--- config.mk ---
export PLATFORM = sky130hd
export DESIGN_NAME = bcd_serial_addsub
export DESIGN_NICKNAME = d
export VERILOG_FILES = /design/src/rtl/bcd_serial_addsub.sv
export SDC_FILE = /design/constraint.sdc
export NUM_CORES = 1
export LEC_CHECK = 0
export BUFFER_PORTS_ARGS = -buffer_cell sky130_fd_sc_hd__buf_2
export CAP_MARGIN = 30
export CORE_MARGIN = 3
export CORE_UTILIZATION = 45
export CTS_BUF_LIST = sky130_fd_sc_hd__clkbuf_4 sky130_fd_sc_hd__clkbuf_8 sky130_fd_sc_hd__clkbuf_16
export CTS_CLUSTER_DIAMETER = 60
export CTS_CLUSTER_SIZE = 20
export DETAILED_ROUTE_END_ITERATION = 7
export GPL_TIMING_DRIVEN = 0
export PLACE_DENSITY = 0.66
export SYNTH_ARGS = -nofsm -noshare
export SYNTH_HDL_FRONTEND = slang
export SYNTH_SLANG_ARGS = --single-unit
--- constraint.sdc ---
create_clock -name clk -period 4.6 [get_ports clk]
set_clock_uncertainty 0.05 [all_clocks]
set_input_delay 0.46 -clock clk [delete_from_list [all_inputs] [get_ports clk]]
set_output_delay 0.46 -clock clk [all_outputs]
set_load 0.02 [all_outputs]
--- src/rtl/bcd_serial_addsub.sv ---
`timescale 1ns/1ps
`default_nettype none
// ============================================================================
// Module   : bcd_serial_addsub
// Purpose  : Digit-serial packed-BCD adder/subtractor, LSD first, one digit
//            per clock, start/busy/done handshake, invalid-digit detection.
// Revision : 1.0 - initial release
// ============================================================================
module bcd_serial_addsub #(
    parameter int DIGITS = 4
) (
    input  logic                  clk,
    input  logic                  rst_n,
    input  logic                  i_start,
    input  logic                  i_sub,
    input  logic [4*DIGITS-1:0]   i_a,
    input  logic [4*DIGITS-1:0]   i_b,
    output logic                  o_busy,
    output logic                  o_done,
    output logic [4*DIGITS-1:0]   o_sum,
    output logic                  o_cout,
    output logic                  o_invalid
);

    localparam int              c_W    = 4 * DIGITS;
    localparam int              c_CW   = (DIGITS > 1) ? $clog2(DIGITS) : 1;
    localparam logic [c_CW-1:0] c_LAST = c_CW'(DIGITS - 1);

    typedef enum logic [1:0] {
        S_IDLE = 2'd0,
        S_RUN  = 2'd1,
        S_DONE = 2'd2
    } state_t;

    state_t            r_state;
    logic [c_W-1:0]    r_a;
    logic [c_W-1:0]    r_b;
    logic [c_W-1:0]    r_res;
    logic              r_sub;
    logic              r_carry;
    logic [c_CW-1:0]   r_cnt;

    logic [DIGITS-1:0] w_bad;
    logic [3:0]        w_bd_eff;
    logic [4:0]        w_t;
    logic              w_gt9;
    logic [3:0]        w_t_adj;
    logic [3:0]        w_digit;
    logic [c_W-1:0]    w_res_next;

    // Flag any operand digit in 10..15 directly on the inputs, so the check
    // is ready at the edge that accepts start.
    genvar gi;
    generate
        for (gi = 0; gi < DIGITS; gi++) begin : g_chk
            assign w_bad[gi] = (i_a[4*gi +: 4] > 4'd9) | (i_b[4*gi +: 4] > 4'd9);
        end
    endgenerate

    // One decimal digit step: nine's complement of B for subtract, binary sum
    // with carry, then +6 correction when the sum leaves the decimal range.
    // The +6 is only needed mod 16, so a 4-bit add suffices.
    assign w_bd_eff   = r_sub ? (4'd9 - r_b[3:0]) : r_b[3:0];
    assign w_t        = {1'b0, r_a[3:0]} + {1'b0, w_bd_eff} + {4'd0, r_carry};
    assign w_gt9      = (w_t > 5'd9);
    assign w_t_adj    = w_t[3:0] + 4'd6;
    assign w_digit    = w_gt9 ? w_t_adj : w_t[3:0];
    // New digit enters at the top; after DIGITS steps digit 0 sits at [3:0].
    assign w_res_next = (r_res >> 4) | (c_W'(w_digit) << (c_W - 4));

    // Control FSM and datapath registers; all outputs are registered here.
    always_ff @(posedge clk or negedge rst_n) begin
        if (!rst_n) begin
            r_state   <= S_IDLE;
            r_a       <= '0;
            r_b       <= '0;
            r_res     <= '0;
            r_sub     <= 1'b0;
            r_carry   <= 1'b0;
            r_cnt     <= '0;
            o_busy    <= 1'b0;
            o_done    <= 1'b0;
            o_sum     <= '0;
            o_cout    <= 1'b0;
            o_invalid <= 1'b0;
        end else begin
            case (r_state)
                S_IDLE: begin
                    if (i_start) begin
                        r_a     <= i_a;
                        r_b     <= i_b;
                        r_sub   <= i_sub;
                        r_cnt   <= '0;
                        r_carry <= i_sub;  // ten's complement = nine's + 1
                        r_res   <= '0;
                        o_sum   <= '0;
                        o_cout  <= 1'b0;
                        o_busy  <= 1'b1;
                        if (|w_bad) begin
                            // Bad operand: report straight away, skip RUN.
                            o_invalid <= 1'b1;
                            o_done    <= 1'b1;
                            r_state   <= S_DONE;
                        end else begin
                            o_invalid <= 1'b0;
                            r_state   <= S_RUN;
                        end
                    end
                end
                S_RUN: begin
                    r_a     <= r_a >> 4;
                    r_b     <= r_b >> 4;
                    r_carry <= w_gt9;
                    r_res   <= w_res_next;
                    r_cnt   <= r_cnt + c_CW'(1);
                    if (r_cnt == c_LAST) begin
                        o_sum   <= w_res_next;
                        // For subtract a final carry means no borrow.
                        o_cout  <= r_sub ? ~w_gt9 : w_gt9;
                        o_done  <= 1'b1;
                        r_state <= S_DONE;
                    end
                end
                S_DONE: begin
                    o_done  <= 1'b0;
                    o_busy  <= 1'b0;
                    r_state <= S_IDLE;
                end
                default: begin
                    o_done  <= 1'b0;
                    o_busy  <= 1'b0;
                    r_state <= S_IDLE;
                end
            endcase
        end
    end

endmodule
`default_nettype wire

==> results of run 1 <==
-- registers in the layout, summed over array words and instances (netlist names), 2 cells and up --
name / cells
o_sum: 16
r_res: 12
r_state: 2
r_b: 16
r_cnt: 2
r_a: 16
-- final timing paths --
check / startpoint / endpoint / depth (start not counted)
setup / recovery: r_sub / r_res[14] / 10
hold / removal: rst_n / o_sum[3] / 1
setup reg to reg: r_sub / r_res[14] / 10
hold reg to reg: o_sum[12] / o_sum[12] / 2
max in group asynchronous: rst_n / r_sub / 1
min in group clk: i_a[12] / r_a[12] / 3
-- Yosys cell counts (2+ instances only) --
| cell type | number |
|---|---|
| a21o_1 | 2 |
| a21o_2 | 2 |
| a21oi_1 | 4 |
| a22o_1 | 12 |
| a31oi_1 | 22 |
| buf_1 | 2 |
| buf_2 | 6 |
| buf_4 | 3 |
| clkbuf_1 | 9 |
| dfrtp_1 | 70 |
| fa_1 | 2 |
| ha_1 | 6 |
| inv_1 | 7 |
| mux2i_1 | 2 |
| nand2_1 | 92 |
| nand3_1 | 25 |
| nor2_1 | 31 |
| nor2b_1 | 3 |
| nor3_1 | 2 |
| o21ai_0 | 19 |
| o21ai_1 | 3 |
| xnor2_1 | 4 |
-- power breakdown --
part	switching [mW]	total (mW)	internal [mW]
combinational	0.250	0.437	0.186
sequential	0.0419	0.721	0.679
clock	0.258	0.515	0.257
-- per-layer routing --
metal,vias up,GRT usage (%)
met5,-,0
met4,0,8.93
met2,73,33.0
met1,1291,25.3
li1,1309,-
met3,14,3.42
-- cell type report --
cell class / instances / area (sq um) / share of cell area (%)
Clock buffer: 9 / 124 / 3.24
Clock inverter: 7 / 80.1 / 2.09
Timing Repair Buffer: 55 / 278 / 7.26
Inverter: 7 / 26.3 / 0.687
Tap cell: 96 / 120 / 3.14
Sequential cell: 70 / 1750 / 45.8
Multi-Input combinational cell: 247 / 1350 / 35.3
Buffer: 20 / 93.8 / 2.45
-- cell families (layout without fill, tap and decap cells) --
logic type	after synthesis	count (layout)	synth area share, %
AND/OR/NAND/NOR	161	161	21.2
AO/OA/AOI/OAI	71	71	15.2
flip-flops	70	70	54.3
buffers and inverters	27	98	3.73
adder cells (fa/ha/maj)	8	8	3.57
XOR/XNOR	5	5	1.36
multiplexers	2	2	0.621
-- per-stage QoR --
stage          instances  util, %
4_1_cts              511     55.7
3_5_place_dp         495     52.7
5_1_grt              511     55.7
6_report             511     55.7
3_3_place_gp         495     52.7
2_1_floorplan        344        -
-- critical path: cells and delay by family, from the launching register on --
family | cells | cell delay [ps]
AOI/OAI and AO/OA | 3 | 660
xor gates and xnor gates | 2 | 700
and+or+nand+nor | 1 | 70
DFF | 1 | 460
adders and majority gates | 3 | 940
buffers and inverters | 1 | 60
==> key figures, run 1 <==
Status
  – Outcome: complete, no violations

Clocking
  – Clock buffer depth: 2
  – CTS clk-pin slew, worst paths: 90 ps
  – Clk Latency, worst-skew pair: around 360 ps
  – Hold buffers post-CTS: 0
  – H-tree levels: 3
  – Root Driver: clkbuf_8
  – Post-CTS Setup Inserts: 0
  – Sinks on Clock Net: 70
  – CTS buffer count: 9
  – CTS tree: built
  – PostCTS Resize Cnt: 0

Synthesis
  – Avg Inst Size Synth: around 9.4 sq um
  – Area contributors post-synth: dfrtp_1 (54%), nand2_1 (11%), a31oi_1 (4.3%)
  – Register area share after synthesis: 54.3%
  – Yosys reg bits: 70
  – Post-synthesis cell area: about 3200 sq um
  – Top_reg_cell synth: dfrtp_1
  – Syn. warnings: 0
  – Synth async-reset ratio: 100%
  – Post-Synthesis Cells: ~340
  – Yosys top cell area share: between 50 and 60%
  – EDFF count, synth: 0
  – Area leader, netlist: dfrtp_1
  – Syn_nets: ~390
  – Distinct cell type count after synthesis: 38

Worst setup path
  – CP Launch Type: flop
  – WP data required: around 4800 ps
  – Critical path arrival: between 3000 and 4000 ps
  – CP Max Fanout: 6
  – Worst path max stage delay: ~480 ps
  – CP max stage cell: xnor2_1
  – Worst Setup Path Type: reg -> reg
  – Crit-path cells: xnor2_1, fa_1, inv_1, fa_1, xnor2_1, ha_1, a22oi_4, a31oi_4, nor3_1, a221o_1
  – R2R Setup Slk: between 1500 and 2000 ps
  – Critical Path End Type: flop

Routing
  – Initial DRC count: about 130
  – Routed Antenna Nets: 0
  – DRC viols: 0
  – Metal2 WL: 3700 um
  – Vias: between 2,000 and 3,000
  – DR WL/cell: 14.9 um
  – Vias per cell: between 5 and 6
  – Final wirelength: between 7000 and 8000 um
  – Met3 WL: about 400 um
  – Met1 WL: 3360 um
  – Max layer used: met4
  – Initial DRT Pass Iterations: 4

Layout
  – Area Growth Syn to Fin: 18.7%
  – Commonest cells after routing, fill and taps aside: nand2_1 (92), dfrtp_1 (70), buf_2 (60)
  – Layout cells sized above 1: around a fifth
  – Design area: around 3800 sq um
  – Most common cell after layout, fill and taps aside: nand2_1
  – Nets@finish: around 450
  – Filler cell count: approximately 670
  – Antenna fix cells: 0

GRT
  – GRT Total Usage: 19.8%
  – Initial antenna violation count: 0
  – Largest net degree at the start of global routing: 71
  – Remaining Overflow, GRT: 0
  – Vias in the first global route: around 2,700
  – Global-route wire length before repair: between 10,000 and 15,000 um

STA
  – Final critical-path share of the clock period: between 60% and 70%
  – Post-route setup slack: 1530 ps
  – Worst hold slack: around 160 ps
  – Setup TNS: 0 ps
  – Minimum clock period: around 3000 ps
  – Final Hold Fails: 0
  – Setup violators final: 0
  – Pins Over Slew Limit: 0
  – Measured slew at the worst slew-check pin: 869 ps
  – RSZ-0062 raised after global routing: false
  – Max Clk Rate: between 300 and 400 MHz
  – Worst slew margin: between 40% and 50%

Run
  – MaxCap Viol Count: 0

Die
  – Die Wd: 90.6 um
  – Core Region: 6870 sq um
  – Floorplan row count: 30
  – Initial Util: a little under half
  – DIE AREA: about 8200 sq um
  – Die Ht: between 90 and 100 um
  – Top Ports: 56

Power and ir drop
  – Power Total: ~1.7 mW
  – Power Dens Cells: ~440 nW/um^2
  – Max VDD drop: a little over 200 uV
  – Lkg Pwr: 1.96 nW

Placed design
  – Number of port buffers: 55
  – Dpl hpwl: ~5500 um
  – Placed inst area: about 3600 sq um
  – Final weighted congestion in routability-driven placement: 0.793
  – Pre-CTS setup slack: 1510 ps

Hold path
  – Hold Crit Class: in -> async
Note: power is estimated with default switching activity, not from simulation.
==> run 2, diff against run 1 <==
--- a/config.mk
+++ b/config.mk
@@ -5,6 +5,7 @@
 export SDC_FILE = /design/constraint.sdc
 export NUM_CORES = 1
 export LEC_CHECK = 0
+export ABC_AREA = 1
 export BUFFER_PORTS_ARGS = -buffer_cell sky130_fd_sc_hd__buf_2
 export CAP_MARGIN = 30
 export CORE_MARGIN = 3
==> constraint.sdc (replaced) <==
create_clock -name clk -period 3.1 [get_ports clk]
set_clock_uncertainty 0.05 [all_clocks]
set_input_delay 0.31 -clock clk [delete_from_list [all_inputs] [get_ports clk]]
set_output_delay 0.31 -clock clk [all_outputs]
set_load 0.02 [all_outputs]
==> run 2 against run 1 <==
Wire length is 1.3% lower. Sequential power is 48% higher. Fmax up 10%. Total power up 52%. Sequential share of layout area shrank 1.2 points. Largest cell class unchanged.
==> key figures, run 2 <==
Clocking
  – Clock buffer depth: 2 (unchanged)
  – Post-CTS Setup Inserts: 0 (unchanged)
  – PostCTS Resize Cnt: 0 (unchanged)
  – Sinks on Clock Net: 70 (unchanged)
  – Clk Latency, worst-skew pair: 350 ps (about the same)
  – H-tree levels: 3 (unchanged)
  – CTS buffer count: 9 (unchanged)
  – Root Driver: clkbuf_8
  – Hold buffers post-CTS: 0 (unchanged)
  – CTS tree: built
  – CTS clk-pin slew, worst paths: 90 ps (about the same)

Layout
  – Largest registers: o_sum: 16 flops, r_a: 16 flops, r_b: 16 flops
  – Design area: 3930 sq um (+2.7%)
  – Multi-input gate area: 1220 sq um (-9.5%)
  – Nets@finish: 479 (+5.5%)
  – Reg area: 1750 sq um (unchanged)
  – Most common cell after layout, fill and taps aside: nand2_1
  – Filler cell count: 672 (unchanged)
  – Fin util: 56.3% (+0.61 points)
  – Commonest cells after routing, fill and taps aside: nand2_1 (72), dfrtp_1 (70), buf_2 (64)
  – Layout cells sized above 1: 22.5% (+1.5 points)
  – Antenna fix cells: 0 (unchanged)
  – Area Growth Syn to Fin: 18.1%
  – Post-Layout Cell Count: 536 (+4.9%)

Synthesis
  – Syn. warnings: 0 (unchanged)
  – Yosys reg bits: 70 (unchanged)
  – Largest family of logic cells by synthesized area: compound AO/OA/AOI/OAI gates
  – Post-Synth XOR/XNOR Area: 0.526% (-0.83 points)
  – Fraction of the mapped netlist area in adder cells: 3.46% (-0.11 points)
  – Synth Area in Compound Gates: 18.8% (+3.6 points)
  – Top_reg_cell synth: dfrtp_1
  – Yosys top cell area share: 52.6% (-1.7 points)
  – Area leader, netlist: dfrtp_1
  – Synth async-reset ratio: 100% (unchanged)
  – Distinct cell type count after synthesis: 32 (-16%)
  – Post-Synthesis Cells: 369 (+7.3%)
  – Area contributors post-synth: dfrtp_1 (53%), nand2_1 (8.1%), inv_1 (7.0%)
  – EDFF count, synth: 0 (unchanged)
  – Top-count cell post-synth: nand2_1
  – Mux contribution to synthesized area: 0% (-0.62 points)
  – Avg Inst Size Synth: 9.02 sq um (-3.7%)
  – Register area share after synthesis: 52.6% (-1.7 points)
  – Post-synth top cells: nand2_1 (72), dfrtp_1 (70), inv_1 (62)
  – Post-synthesis simple-gate area fraction: 13.9% (-7.2 points)
  – Syn_nets: 413 (+6.4%)
  – Post-synthesis cell area: 3330 sq um (+3.3%)

Power and ir drop
  – Power Total: 2.55 mW (+52%)
  – Lkg Pwr: 1.96 nW (+0.33%)
  – Max VDD drop: 310 uV (+53%)
  – Power Dens Cells: 648 nW/um^2 (+48%)

Routing
  – Vias: 2,718 (+1.2%)
  – Initial DRT Pass Iterations: 4 (unchanged)
  – DRC viols: 0 (unchanged)
  – DR WL/cell: 14.0 um (-5.9%)
  – Final wirelength: 7520 um (-1.3%)
  – Vias per cell: 5.07 (-3.6%)
  – Routed Antenna Nets: 0 (unchanged)
  – Initial DRC count: 86 (-32%)

Run
  – MaxCap Viol Count: 0 (unchanged)

GRT
  – Vias in the first global route: 2,677 (-1.9%)
  – Remaining Overflow, GRT: 0 (unchanged)
  – Initial antenna violation count: 0 (unchanged)
  – Global-route wire length before repair: 12,600 um (-2.8%)
  – Largest net degree at the start of global routing: 71 (unchanged)
  – GRT Total Usage: 19.2% (-0.69 points)

Worst setup path
  – CP Launch Type: flop
  – CP dominant cell by count: nand2_1
  – FF-to-FF path depth: 14 (+4)
  – Critical path arrival: 2980 ps (-270 ps)
  – Crit-path cells: buf_2, xnor2_1, fa_1, inv_1, fa_1, inv_1, ha_1, nand2_1, a21boi_0, nand2_1, nand2_1, nand3_1, nand2_1, o21ai_1
  – Critical Path End Type: flop
  – WP data required: 3290 ps (-1490 ps)
  – CP max stage cell: fa_1
  – Worst Setup Path Type: reg -> reg
  – R2R Setup Slk: 320 ps (-1210 ps)
  – Worst path max stage delay: 550 ps (+70 ps)
  – Worst r2r src: r_sub
  – Reg-to-Reg End: r_res[15]
  – CP Max Fanout: 7 (+1)

STA
  – Max Clk Rate: 359 MHz (+10%)
  – Measured slew at the worst slew-check pin: 873 ps (+3.54 ps)
  – RSZ-0062 raised after global routing: false
  – Pins Over Slew Limit: 0 (unchanged)
  – Final Hold Fails: 0 (unchanged)
  – Final critical-path share of the clock period: 89.8% (+23 points)
  – Minimum clock period: 2780 ps (-290 ps)
  – Setup TNS: 0 ps (unchanged)
  – Worst hold slack: 20.2 ps (-143 ps)
  – Worst slew margin: 41.8% (-0.24 points)
  – Setup violators final: 0 (unchanged)
  – Post-route setup slack: 317 ps (-1210 ps)

Placed design
  – Dpl hpwl: 5510 um (-0.33%)
  – Placed cells: 520 (+5.1%)
  – Pre-CTS setup slack: 370 ps (-1140 ps)
  – Number of port buffers: 55 (unchanged)
  – Placed inst area: 3730 sq um (+2.9%)
  – Final weighted congestion in routability-driven placement: 0.812 (+2.4%)

Hold path
  – Hold Crit Class: in -> async

Status
  – Outcome: complete, no violations

Die
  – Initial Util: 47.7% (+0.75 points)
  – Top Ports: 56 (unchanged)
  – Core Region: 6980 sq um (+1.6%)
  – Floorplan row count: 30 (unchanged)
  – Die Ht: 92 um (+1.5%)
  – Die Wd: 92 um (+1.5%)
  – DIE AREA: 8460 sq um (+3.0%)
run 2: cell count changes after synthesis, sizes merged, moves of 11 or more:
cell    delta
o21ai     +19
nand3     -12
o22ai     +15
o211ai    +15
nor2      -23
a31oi     -22
a22o      -11
inv       +60
nand2     -18
run 2: final cells by class:
type / instances / share of cell area [%]
Buffer: 18 / 2.61
Clock buffer: 9 / 3.15
Clock inverter: 7 / 2.04
Inverter: 67 / 6.40
Multi-Input combinational cell: 214 / 31.1
Sequential cell: 70 / 44.6
Tap cell: 96 / 3.06
Timing Repair Buffer: 55 / 7.07
run 2: worst max-delay path by stage:
stage	startpoint	to	cells after the start
3_3_place_gp	r_sub	o_sum[15]	14
3_5_place_dp	r_sub	o_sum[15]	14
5_1_grt	r_sub	o_cout	14
6_report	r_sub	r_res[15]	14
2_1_floorplan	r_sub	o_cout	14
4_1_cts	r_sub	o_cout	14
run 2: where the power goes:
part / leakage (nW) / switching, mW / total (mW) / internal, mW
registers: 0.900 / 0.0439 / 1.07 / 1.03
clock network: 0.0968 / 0.387 / 0.767 / 0.381
logic: 0.966 / 0.460 / 0.711 / 0.251
total: 1.96 / 0.891 / 2.55 / 1.66
run 2: logic make-up (layout without fill, tap and decap cells):
group / count (synthesis) / in the layout
AOI/OAI and AO/OA: 98 / 98
xor gates and xnor gates: 2 / 2
adders and majority gates: 8 / 8
buffers and inverters: 85 / 156
DFF: 70 / 70
and+or+nand+nor: 106 / 106
run 2: routing by layer:
layer  global-route usage [%]  vias up  wire [um]
met5                        0        -          0
met4                     10.1        0        211
met3                     3.69       19        306
met2                     29.2       63       3440
met1                     25.9     1271       3560
li1                         -     1365          -
run 2: worst max-delay path, delay by kind of cell, from the launching register on:
kind	cells	cell delay (ps)
AOI/OAI and AO/OA	2	230
xor gates and xnor gates	1	200
adders and majority gates	3	950
buffers and inverters	3	310
DFF	1	380
and+or+nand+nor	5	550
